[config.mk]
export PLATFORM = sky130hd
export DESIGN_NAME = psum_collector
export DESIGN_NICKNAME = d
export VERILOG_FILES = /design/src/rtl/sys_defs.sv /design/src/rtl/psum_collector_ofmap_fifo.sv /design/src/rtl/psum_collector.sv
export SDC_FILE = /design/constraint.sdc
export NUM_CORES = 1
export LEC_CHECK = 0
export CAP_MARGIN = 30
export CORE_MARGIN = 10
export CORE_UTILIZATION = 48
export CTS_BUF_LIST = sky130_fd_sc_hd__clkbuf_4 sky130_fd_sc_hd__clkbuf_8
export DETAILED_ROUTE_END_ITERATION = 10
export PLACE_DENSITY = 0.7
export SYNTH_ARGS = -nofsm -noshare
export SYNTH_HDL_FRONTEND = slang
export SYNTH_SLANG_ARGS = --single-unit
[constraint.sdc]
create_clock -name clk -period 6.3 [get_ports clk]
set_input_delay 1.575 -clock clk [delete_from_list [all_inputs] [get_ports clk]]
set_output_delay 1.575 -clock clk [all_outputs]
set_load 0.01 [all_outputs]
[src/rtl/sys_defs.sv]
// Shared PE-array definitions: packet layouts, precisions, ofmap sizes per operating mode.
package sys_defs;

  localparam int PSUM_DATA_SIZE = 16;
  localparam int IFDATA_SIZE    = 8;
  localparam int L1_OFMAP_SIZE  = 32;
  localparam int L2_OFMAP_SIZE  = 8;
  localparam int L3_OFMAP_SIZE  = 4;
  localparam int NUM_FILTER     = 4;
  localparam int POS_CNT_SIZE   = 7;
  localparam int OUT_POS_SIZE   = 6;
  localparam int OUT_COL_SIZE   = 2;

  typedef enum logic [1:0] {MODE1, MODE2, MODE3, MODE4} OP_MODE;

  typedef struct packed {
    logic                      valid;
    logic [PSUM_DATA_SIZE-1:0] psum;
    logic [1:0]                filter_idx;
  } PSUM_PACKET;

  typedef struct packed {
    logic                    valid;
    logic [IFDATA_SIZE-1:0]  data;
    logic [OUT_COL_SIZE-1:0] col;
    logic [1:0]              filter;
    logic [OUT_POS_SIZE-1:0] pos;
  } OFMAP_PACKET;

  // Last valid ofmap position index for the given mode.
  function automatic logic [POS_CNT_SIZE-1:0] psum_idx_max(input OP_MODE m);
    case (m)
      MODE3:   return POS_CNT_SIZE'(L2_OFMAP_SIZE - 1);
      MODE4:   return POS_CNT_SIZE'(L3_OFMAP_SIZE - 1);
      default: return POS_CNT_SIZE'(L1_OFMAP_SIZE - 1);
    endcase
  endfunction

endpackage

[src/rtl/psum_collector_ofmap_fifo.sv]
// First-word-fall-through FIFO holding tagged ofmap entries on their way to the global buffer.
module ofmap_fifo #(
  parameter int DEPTH = 8,
  parameter int WIDTH = 8
) (
  input  logic                     clk,
  input  logic                     rst,
  input  logic                     push,
  input  logic [WIDTH-1:0]         wr_data,
  input  logic                     pop,
  output logic [WIDTH-1:0]         rd_data,
  output logic [$clog2(DEPTH):0]   count
);

  localparam int AW = $clog2(DEPTH);

  logic [WIDTH-1:0] mem [DEPTH];
  logic [AW-1:0]    wr_ptr_reg;
  logic [AW-1:0]    rd_ptr_reg;
  logic [AW:0]      count_reg;
  logic             do_push;
  logic             do_pop;

  // A full FIFO still accepts a write when the head leaves in the same cycle.
  assign do_pop  = pop && (count_reg != '0);
  assign do_push = push && ((count_reg != (AW+1)'(DEPTH)) || do_pop);

  always_ff @(posedge clk) begin
    if (do_push) begin
      mem[wr_ptr_reg] <= wr_data;
    end
  end

  always_ff @(posedge clk) begin
    if (rst) begin
      wr_ptr_reg <= '0;
      rd_ptr_reg <= '0;
      count_reg  <= '0;
    end else begin
      if (do_push) wr_ptr_reg <= wr_ptr_reg + AW'(1);
      if (do_pop)  rd_ptr_reg <= rd_ptr_reg + AW'(1);
      case ({do_push, do_pop})
        2'b10:   count_reg <= count_reg + (AW+1)'(1);
        2'b01:   count_reg <= count_reg - (AW+1)'(1);
        default: count_reg <= count_reg;
      endcase
    end
  end

  assign rd_data = mem[rd_ptr_reg];
  assign count   = count_reg;

endmodule

[src/rtl/psum_collector.sv]
// Collects column psums round-robin, applies ReLU + requantization, tags and buffers them,
// and flags completion of every (column, filter) position set for the current mode.
module psum_collector
  import sys_defs::*;
#(
  parameter int NUM_COL    = 4,
  parameter int FIFO_DEPTH = 8,
  parameter int OUT_SHIFT  = 5
) (
  input  logic                       clk,
  input  logic                       rst,
  input  OP_MODE                     mode_in,
  input  logic                       change_mode,
  input  logic                       conv_continue,
  input  PSUM_PACKET [NUM_COL-1:0]   psum_in,
  output logic [NUM_COL-1:0]         psum_ack,
  output logic                       out_valid,
  input  logic                       out_ready,
  output logic [IFDATA_SIZE-1:0]     out_data,
  output logic [$clog2(NUM_COL)-1:0] out_col,
  output logic [1:0]                 out_filter,
  output logic [OUT_POS_SIZE-1:0]    out_pos,
  output logic                       conv_done,
  output logic                       error
);

  localparam int COL_W = $clog2(NUM_COL);
  localparam int CNT_W = $clog2(FIFO_DEPTH) + 1;
  localparam logic [PSUM_DATA_SIZE-1:0] QMAX = PSUM_DATA_SIZE'(2**(IFDATA_SIZE-1) - 1);

  OP_MODE                    mode_reg;
  logic [COL_W-1:0]          rr_ptr_reg;
  logic                      error_reg;
  logic                      done_reg;
  logic [POS_CNT_SIZE-1:0]   pos_cnt_reg [NUM_COL][NUM_FILTER];
  logic [NUM_COL*NUM_FILTER-1:0] cnt_full;
  logic [POS_CNT_SIZE-1:0]   idx_max;
  logic [POS_CNT_SIZE-1:0]   idx_full;

  logic                      stage_valid_reg;
  logic [PSUM_DATA_SIZE-1:0] stage_psum_reg;
  logic [COL_W-1:0]          stage_col_reg;
  logic [1:0]                stage_filter_reg;
  logic [OUT_POS_SIZE-1:0]   stage_pos_reg;

  logic [CNT_W-1:0]          fifo_count;
  logic [CNT_W:0]            occupancy;
  logic                      can_grant;
  logic                      grant_any;
  logic [COL_W-1:0]          grant_idx;
  logic [1:0]                sel_filter;
  logic [POS_CNT_SIZE-1:0]   sel_cnt;
  logic                      sel_over;

  logic [PSUM_DATA_SIZE-1:0] relu_psum;
  logic [PSUM_DATA_SIZE-1:0] shifted_psum;
  logic [IFDATA_SIZE-1:0]    q_data;
  OFMAP_PACKET               wr_pkt;
  OFMAP_PACKET               rd_pkt;

  assign idx_max   = psum_idx_max(mode_reg);
  assign idx_full  = idx_max + POS_CNT_SIZE'(1);
  assign occupancy = {1'b0, fifo_count} + {{CNT_W{1'b0}}, stage_valid_reg};
  assign can_grant = !rst && !conv_continue && !change_mode &&
                     (occupancy < (CNT_W+1)'(FIFO_DEPTH));

  // Search starts one past the last winner so every column gets a turn.
  always_comb begin
    grant_any = 1'b0;
    grant_idx = rr_ptr_reg;
    for (int k = 1; k <= NUM_COL; k++) begin
      if (!grant_any && can_grant &&
          psum_in[COL_W'((int'(rr_ptr_reg) + k) % NUM_COL)].valid) begin
        grant_any = 1'b1;
        grant_idx = COL_W'((int'(rr_ptr_reg) + k) % NUM_COL);
      end
    end
  end

  always_comb begin
    psum_ack = '0;
    if (grant_any) psum_ack[grant_idx] = 1'b1;
  end

  assign sel_filter = psum_in[grant_idx].filter_idx;
  assign sel_cnt    = pos_cnt_reg[grant_idx][sel_filter];
  assign sel_over   = sel_cnt > idx_max;

  for (genvar gi = 0; gi < NUM_COL; gi++) begin : g_col
    for (genvar gf = 0; gf < NUM_FILTER; gf++) begin : g_filt
      // Overflowing packets leave the counter parked at its full value.
      always_ff @(posedge clk) begin
        if (rst || conv_continue || change_mode) begin
          pos_cnt_reg[gi][gf] <= '0;
        end else if (grant_any && !sel_over && grant_idx == COL_W'(gi) &&
                     sel_filter == 2'(gf)) begin
          pos_cnt_reg[gi][gf] <= sel_cnt + POS_CNT_SIZE'(1);
        end
      end
      assign cnt_full[gi*NUM_FILTER+gf] = (pos_cnt_reg[gi][gf] == idx_full);
    end
  end

  always_ff @(posedge clk) begin
    if (rst) begin
      stage_valid_reg  <= 1'b0;
      stage_psum_reg   <= '0;
      stage_col_reg    <= '0;
      stage_filter_reg <= '0;
      stage_pos_reg    <= '0;
    end else begin
      stage_valid_reg <= grant_any && !sel_over;
      if (grant_any) begin
        stage_psum_reg   <= psum_in[grant_idx].psum;
        stage_col_reg    <= grant_idx;
        stage_filter_reg <= sel_filter;
        stage_pos_reg    <= sel_cnt[OUT_POS_SIZE-1:0];
      end
    end
  end

  always_ff @(posedge clk) begin
    if (rst) begin
      mode_reg   <= MODE1;
      rr_ptr_reg <= COL_W'(NUM_COL - 1);
      error_reg  <= 1'b0;
      done_reg   <= 1'b1;
    end else begin
      if (change_mode) mode_reg <= mode_in;
      if (grant_any) rr_ptr_reg <= grant_idx;
      if (conv_continue)              error_reg <= 1'b0;
      else if (grant_any && sel_over) error_reg <= 1'b1;
      if (conv_continue || change_mode) done_reg <= 1'b0;
      else if ((&cnt_full) && !stage_valid_reg && fifo_count == '0) done_reg <= 1'b1;
    end
  end

  assign relu_psum    = stage_psum_reg[PSUM_DATA_SIZE-1] ? '0 : stage_psum_reg;
  assign shifted_psum = relu_psum >> OUT_SHIFT;
  assign q_data       = (shifted_psum > QMAX) ? QMAX[IFDATA_SIZE-1:0]
                                              : shifted_psum[IFDATA_SIZE-1:0];

  always_comb begin
    wr_pkt        = '0;
    wr_pkt.valid  = 1'b1;
    wr_pkt.data   = q_data;
    wr_pkt.col    = OUT_COL_SIZE'(stage_col_reg);
    wr_pkt.filter = stage_filter_reg;
    wr_pkt.pos    = stage_pos_reg;
  end

  ofmap_fifo #(
    .DEPTH (FIFO_DEPTH),
    .WIDTH ($bits(OFMAP_PACKET))
  ) u_fifo (
    .clk     (clk),
    .rst     (rst),
    .push    (stage_valid_reg),
    .wr_data (wr_pkt),
    .pop     (out_valid && out_ready),
    .rd_data (rd_pkt),
    .count   (fifo_count)
  );

  // Outputs are forced to zero while empty so stale RAM contents never leak out.
  assign out_valid  = (fifo_count != '0) && rd_pkt.valid;
  assign out_data   = out_valid ? rd_pkt.data : '0;
  assign out_col    = out_valid ? COL_W'(rd_pkt.col) : '0;
  assign out_filter = out_valid ? rd_pkt.filter : '0;
  assign out_pos    = out_valid ? rd_pkt.pos : '0;
  assign conv_done  = done_reg;
  assign error      = error_reg;

endmodule
==> results_dict.tcl <==
set metrics [dict create \
    path_cells "clkdlybuf4s50_1 > nor4_2 > buf_4 > nand2_1 > nor3b_2 > buf_4 > o32a_1 > buf_4 > buf_4 > nand2_1 > nor2_2 > clkdlybuf4s50_1" \
    final_net_count 1387 \
    clock_sinks 297 \
    clock_power_share_pct 32.9 \
    root_buffer "sky130_fd_sc_hd__clkbuf_8" \
    setup.worst_path.start "change_mode" \
    crit_path_start_kind "input pin" \
    post-cts-setup-buffer-count 0 \
    synthTopCellsByArea "sky130_fd_sc_hd__edfxtp_1, sky130_fd_sc_hd__dfxtp_1, sky130_fd_sc_hd__mux4_2" \
    power_density_mw_per_mm2 304.3 \
    post_synth_num_cell_types 83 \
    synth_enable_flop_cells 256 \
    critical-path-slowest-cell "sky130_fd_sc_hd__clkdlybuf4s50_1" \
    fin_crit_sh_pct 98.23 \
    layout.filler_cells 2250 \
    cts_hold_buffers 0 \
    p_sw_mw 1.515 \
    timing.critical_path.fanout_max 7 \
    worst_slew_margin_rel_pct 42.69 \
    first_global_vias 10030 \
    worstHoldPathType "flop to flop" \
    timing.setup.critical_path_class "input pin to output pin" \
    share_of_power_burned_in_combinational_logic_pct 23.4 \
    drive_above_1_share_pct 24.66 \
    cts.path.max_buffers 3 \
    final_wl_um 38580 \
    diode_insertion_count_for_antenna_repair 0 \
    post_synth_instance_area_mm2 0.01391 \
    netlist_top_cells_count "sky130_fd_sc_hd__edfxtp_1, sky130_fd_sc_hd__nor2_1, sky130_fd_sc_hd__nand2_1" \
    groute.usage.overall_pct 21.13 \
    clkSlewWorstSetupHoldPaths_ps 60 \
    yosysWarnings 0 \
    chipHeight_um 190.2 \
    worst_ep_required_time_ps 4720 \
    final-max-slew-violation-count 0 \
    setup_tns_ps 0 \
    final_weighted_congestion_in_routability_driven_placement 0.9749 \
    postRouteAntennaNets 0 \
    drt_first_pass_iters 7 \
    power.ir.vdd_worst_mv 0.1683 \
    detailroute.via_count 10120 \
    yosys.cell_count.top_type "sky130_fd_sc_hd__edfxtp_1" \
    drc 0 \
    drt-initial-drc-count 1070 \
    port-buffer-count 87 \
    antenna_violations_before_repair 0 \
    synth-seq-cells 297 \
    largest_reg_flops 144 \
    dp.final_hpwl_um 27530 \
    routed_via_count_divided_by_cell_count 5.888 \
    top_level_ports 108 \
    max_stage_delay_ps 610 \
    die_w_um 190.2 \
    report.final.hold_viol_count 0 \
    grt_first_pass_wirelength_um 58950 \
    p_int_mw 3.707 \
    drv.max_cap_violation_count 0 \
    floorplan.rows 62 \
    status "complete, no violations" \
    final_period_minus_worst_setup_slack_ps 6188 \
    layoutNonFillerInstCount 1718 \
    finClkSkew_ps 29.76 \
    synthCells 1072 \
    start_util_pct 48.58 \
    syn_avg_cell_area_um2 12.97 \
    synth_sequential_area_ratio_pct 61.18 \
    synth_async_sr_flop_share_pct 0 \
    setup_viol 0 \
    ys.flop_type "sky130_fd_sc_hd__edfxtp_1" \
    reg2reg_from "rr_ptr_reg[0]$_SDFFE_PP1P_" \
    critPathArrivalTime_ps 4610 \
    synthToLayoutAreaGrowth_pct 23.43 \
    grt_max_degree 37 \
    core_region_area_mm2 0.02863 \
    grt_setup_unrepaired "false" \
    yosysTopAreaCell "sky130_fd_sc_hd__edfxtp_1" \
    critical_path.most_common_cell "sky130_fd_sc_hd__buf_4" \
    grt_overflow 0 \
    crit_path_end_kind "output pin" \
    post_place_cells 1629 \
    max_slew.worst_pin.slew_ps 859.6 \
    routedWlPerCell_um 22.46 \
    clock.fmax_mhz 161.6 \
    power_leakage_nw 6.113 \
    sw_frac_of_total_pct 29.02 \
    hold_start "stage_psum_reg[14]$_SDFFE_PP0P_" \
    clk-insertion-delay-late_ps 590 \
    cts_inserted_buffers 48 \
    h-tree-depth 2 \
    postLayoutCoreUtil_pct 59.96 \
    power.share.sequential_pct 43.6 \
    synth_top_area_share_pct 55.28 \
    dieArea_mm2 0.03618 \
    tritoncts "done" \
]
==> layout make-up <==
class	count	area [um2]	share of cell area (%)
sequential	297	8509	49.58
multi-input combinational	701	5125	29.86
timing repair buffer	221	1944	11.33
clock buffer	72	878.3	5.117
tap	384	480.5	2.799
clock inverter	17	128.9	0.7508
inverter	26	97.59	0.5686
==> cells by family after synthesis <==
family	count (synthesis)	synth area share (%)
mux	91	9.888
xor+xnor	8	0.6389
compound gates	176	10.64
buf+inv	97	3.230
simple gates	393	13.52
other cells	1	0.02697
flops	297	61.18
fa+ha+maj	9	0.8638
==> timing repair <==
action | CTS | global route
pin swaps | 0 | 1
setup endpoints to repair | 2 | 79
gates resized for setup | 2 | 13
gates cloned | 0 | 0
==> placed cells by master (no fill, tap or decap), types with 7 or more instances in the layout <==
cell type                           n
sky130_fd_sc_hd__a211oi_1          29
sky130_fd_sc_hd__a211oi_2          20
sky130_fd_sc_hd__a21oi_1           27
sky130_fd_sc_hd__a221oi_1           9
sky130_fd_sc_hd__a222oi_1          16
sky130_fd_sc_hd__a31oi_1            8
sky130_fd_sc_hd__buf_4            128
sky130_fd_sc_hd__clkbuf_4          18
sky130_fd_sc_hd__clkbuf_8          54
sky130_fd_sc_hd__clkdlybuf4s50_1   85
sky130_fd_sc_hd__conb_1            24
sky130_fd_sc_hd__dfxtp_1           40
sky130_fd_sc_hd__edfxtp_1         256
sky130_fd_sc_hd__ha_1               8
sky130_fd_sc_hd__inv_1             24
sky130_fd_sc_hd__mux2_2             8
sky130_fd_sc_hd__mux2i_1           46
sky130_fd_sc_hd__mux4_2            36
sky130_fd_sc_hd__nand2_1           90
sky130_fd_sc_hd__nand2_2           13
sky130_fd_sc_hd__nand2b_1           7
sky130_fd_sc_hd__nand3_1           11
sky130_fd_sc_hd__nand4_1           15
sky130_fd_sc_hd__nor2_1           121
sky130_fd_sc_hd__nor2_2             8
sky130_fd_sc_hd__nor3_1            46
sky130_fd_sc_hd__nor4_1            21
sky130_fd_sc_hd__o21ai_0            9
sky130_fd_sc_hd__or2_1             18
==> through the flow <==
step	setup slack (ps)	power (mW)	instance area, um2	hold WS (ps)
6_report	111.7	5.222	17160	497.7
3_3_place_gp	-299.9	3.491	16080	475.4
5_1_grt	15.08	5.449	17160	531.2
4_1_cts	45.77	5.241	17130	498.5
3_5_place_dp	-396.4	3.534	16110	492.0
2_1_floorplan	347.3	2.980	13990	454.1
==> layer usage <==
layer / vias to the layer above / share of wire (%) / global-route usage [%]
li1: 4599 / - / -
met1: 4942 / 40 / 27.96
met2: 481 / 48 / 34.22
met3: 93 / 9.0 / 4.193
met4: 0 / 3.1 / 7.208
met5: - / 0 / 0
==> worst paths after layout <==
path         cells past startpoint                               to  slack, ps
max                             12                      psum_ack[2]        110
min                              2  stage_psum_reg[14]$_SDFFE_PP0P_        500
max reg2reg                     20  pos_cnt_reg[3][9]$_SDFFCE_PN0P_       1040
min reg2reg                      2  stage_psum_reg[14]$_SDFFE_PP0P_        500
==> critical path: cells and delay by family <==
family	cells	cell delay [ps]
buffers and inverters	6	1780
AND/OR/NAND/NOR	5	1120
AO/OA/AOI/OAI	1	130
==> power groups by stage <==
stage | logic, mW | clock network, mW | registers (mW)
final | 1.22 | 1.72 | 2.28
after global routing | 1.33 | 1.84 | 2.28
after CTS | 1.22 | 1.74 | 2.28
after detailed placement | 1.22 | 0 | 2.32
after global placement | 1.15 | 0 | 2.35
after floorplan | 0.698 | 0 | 2.28
Power figures use the tool's default switching activity.
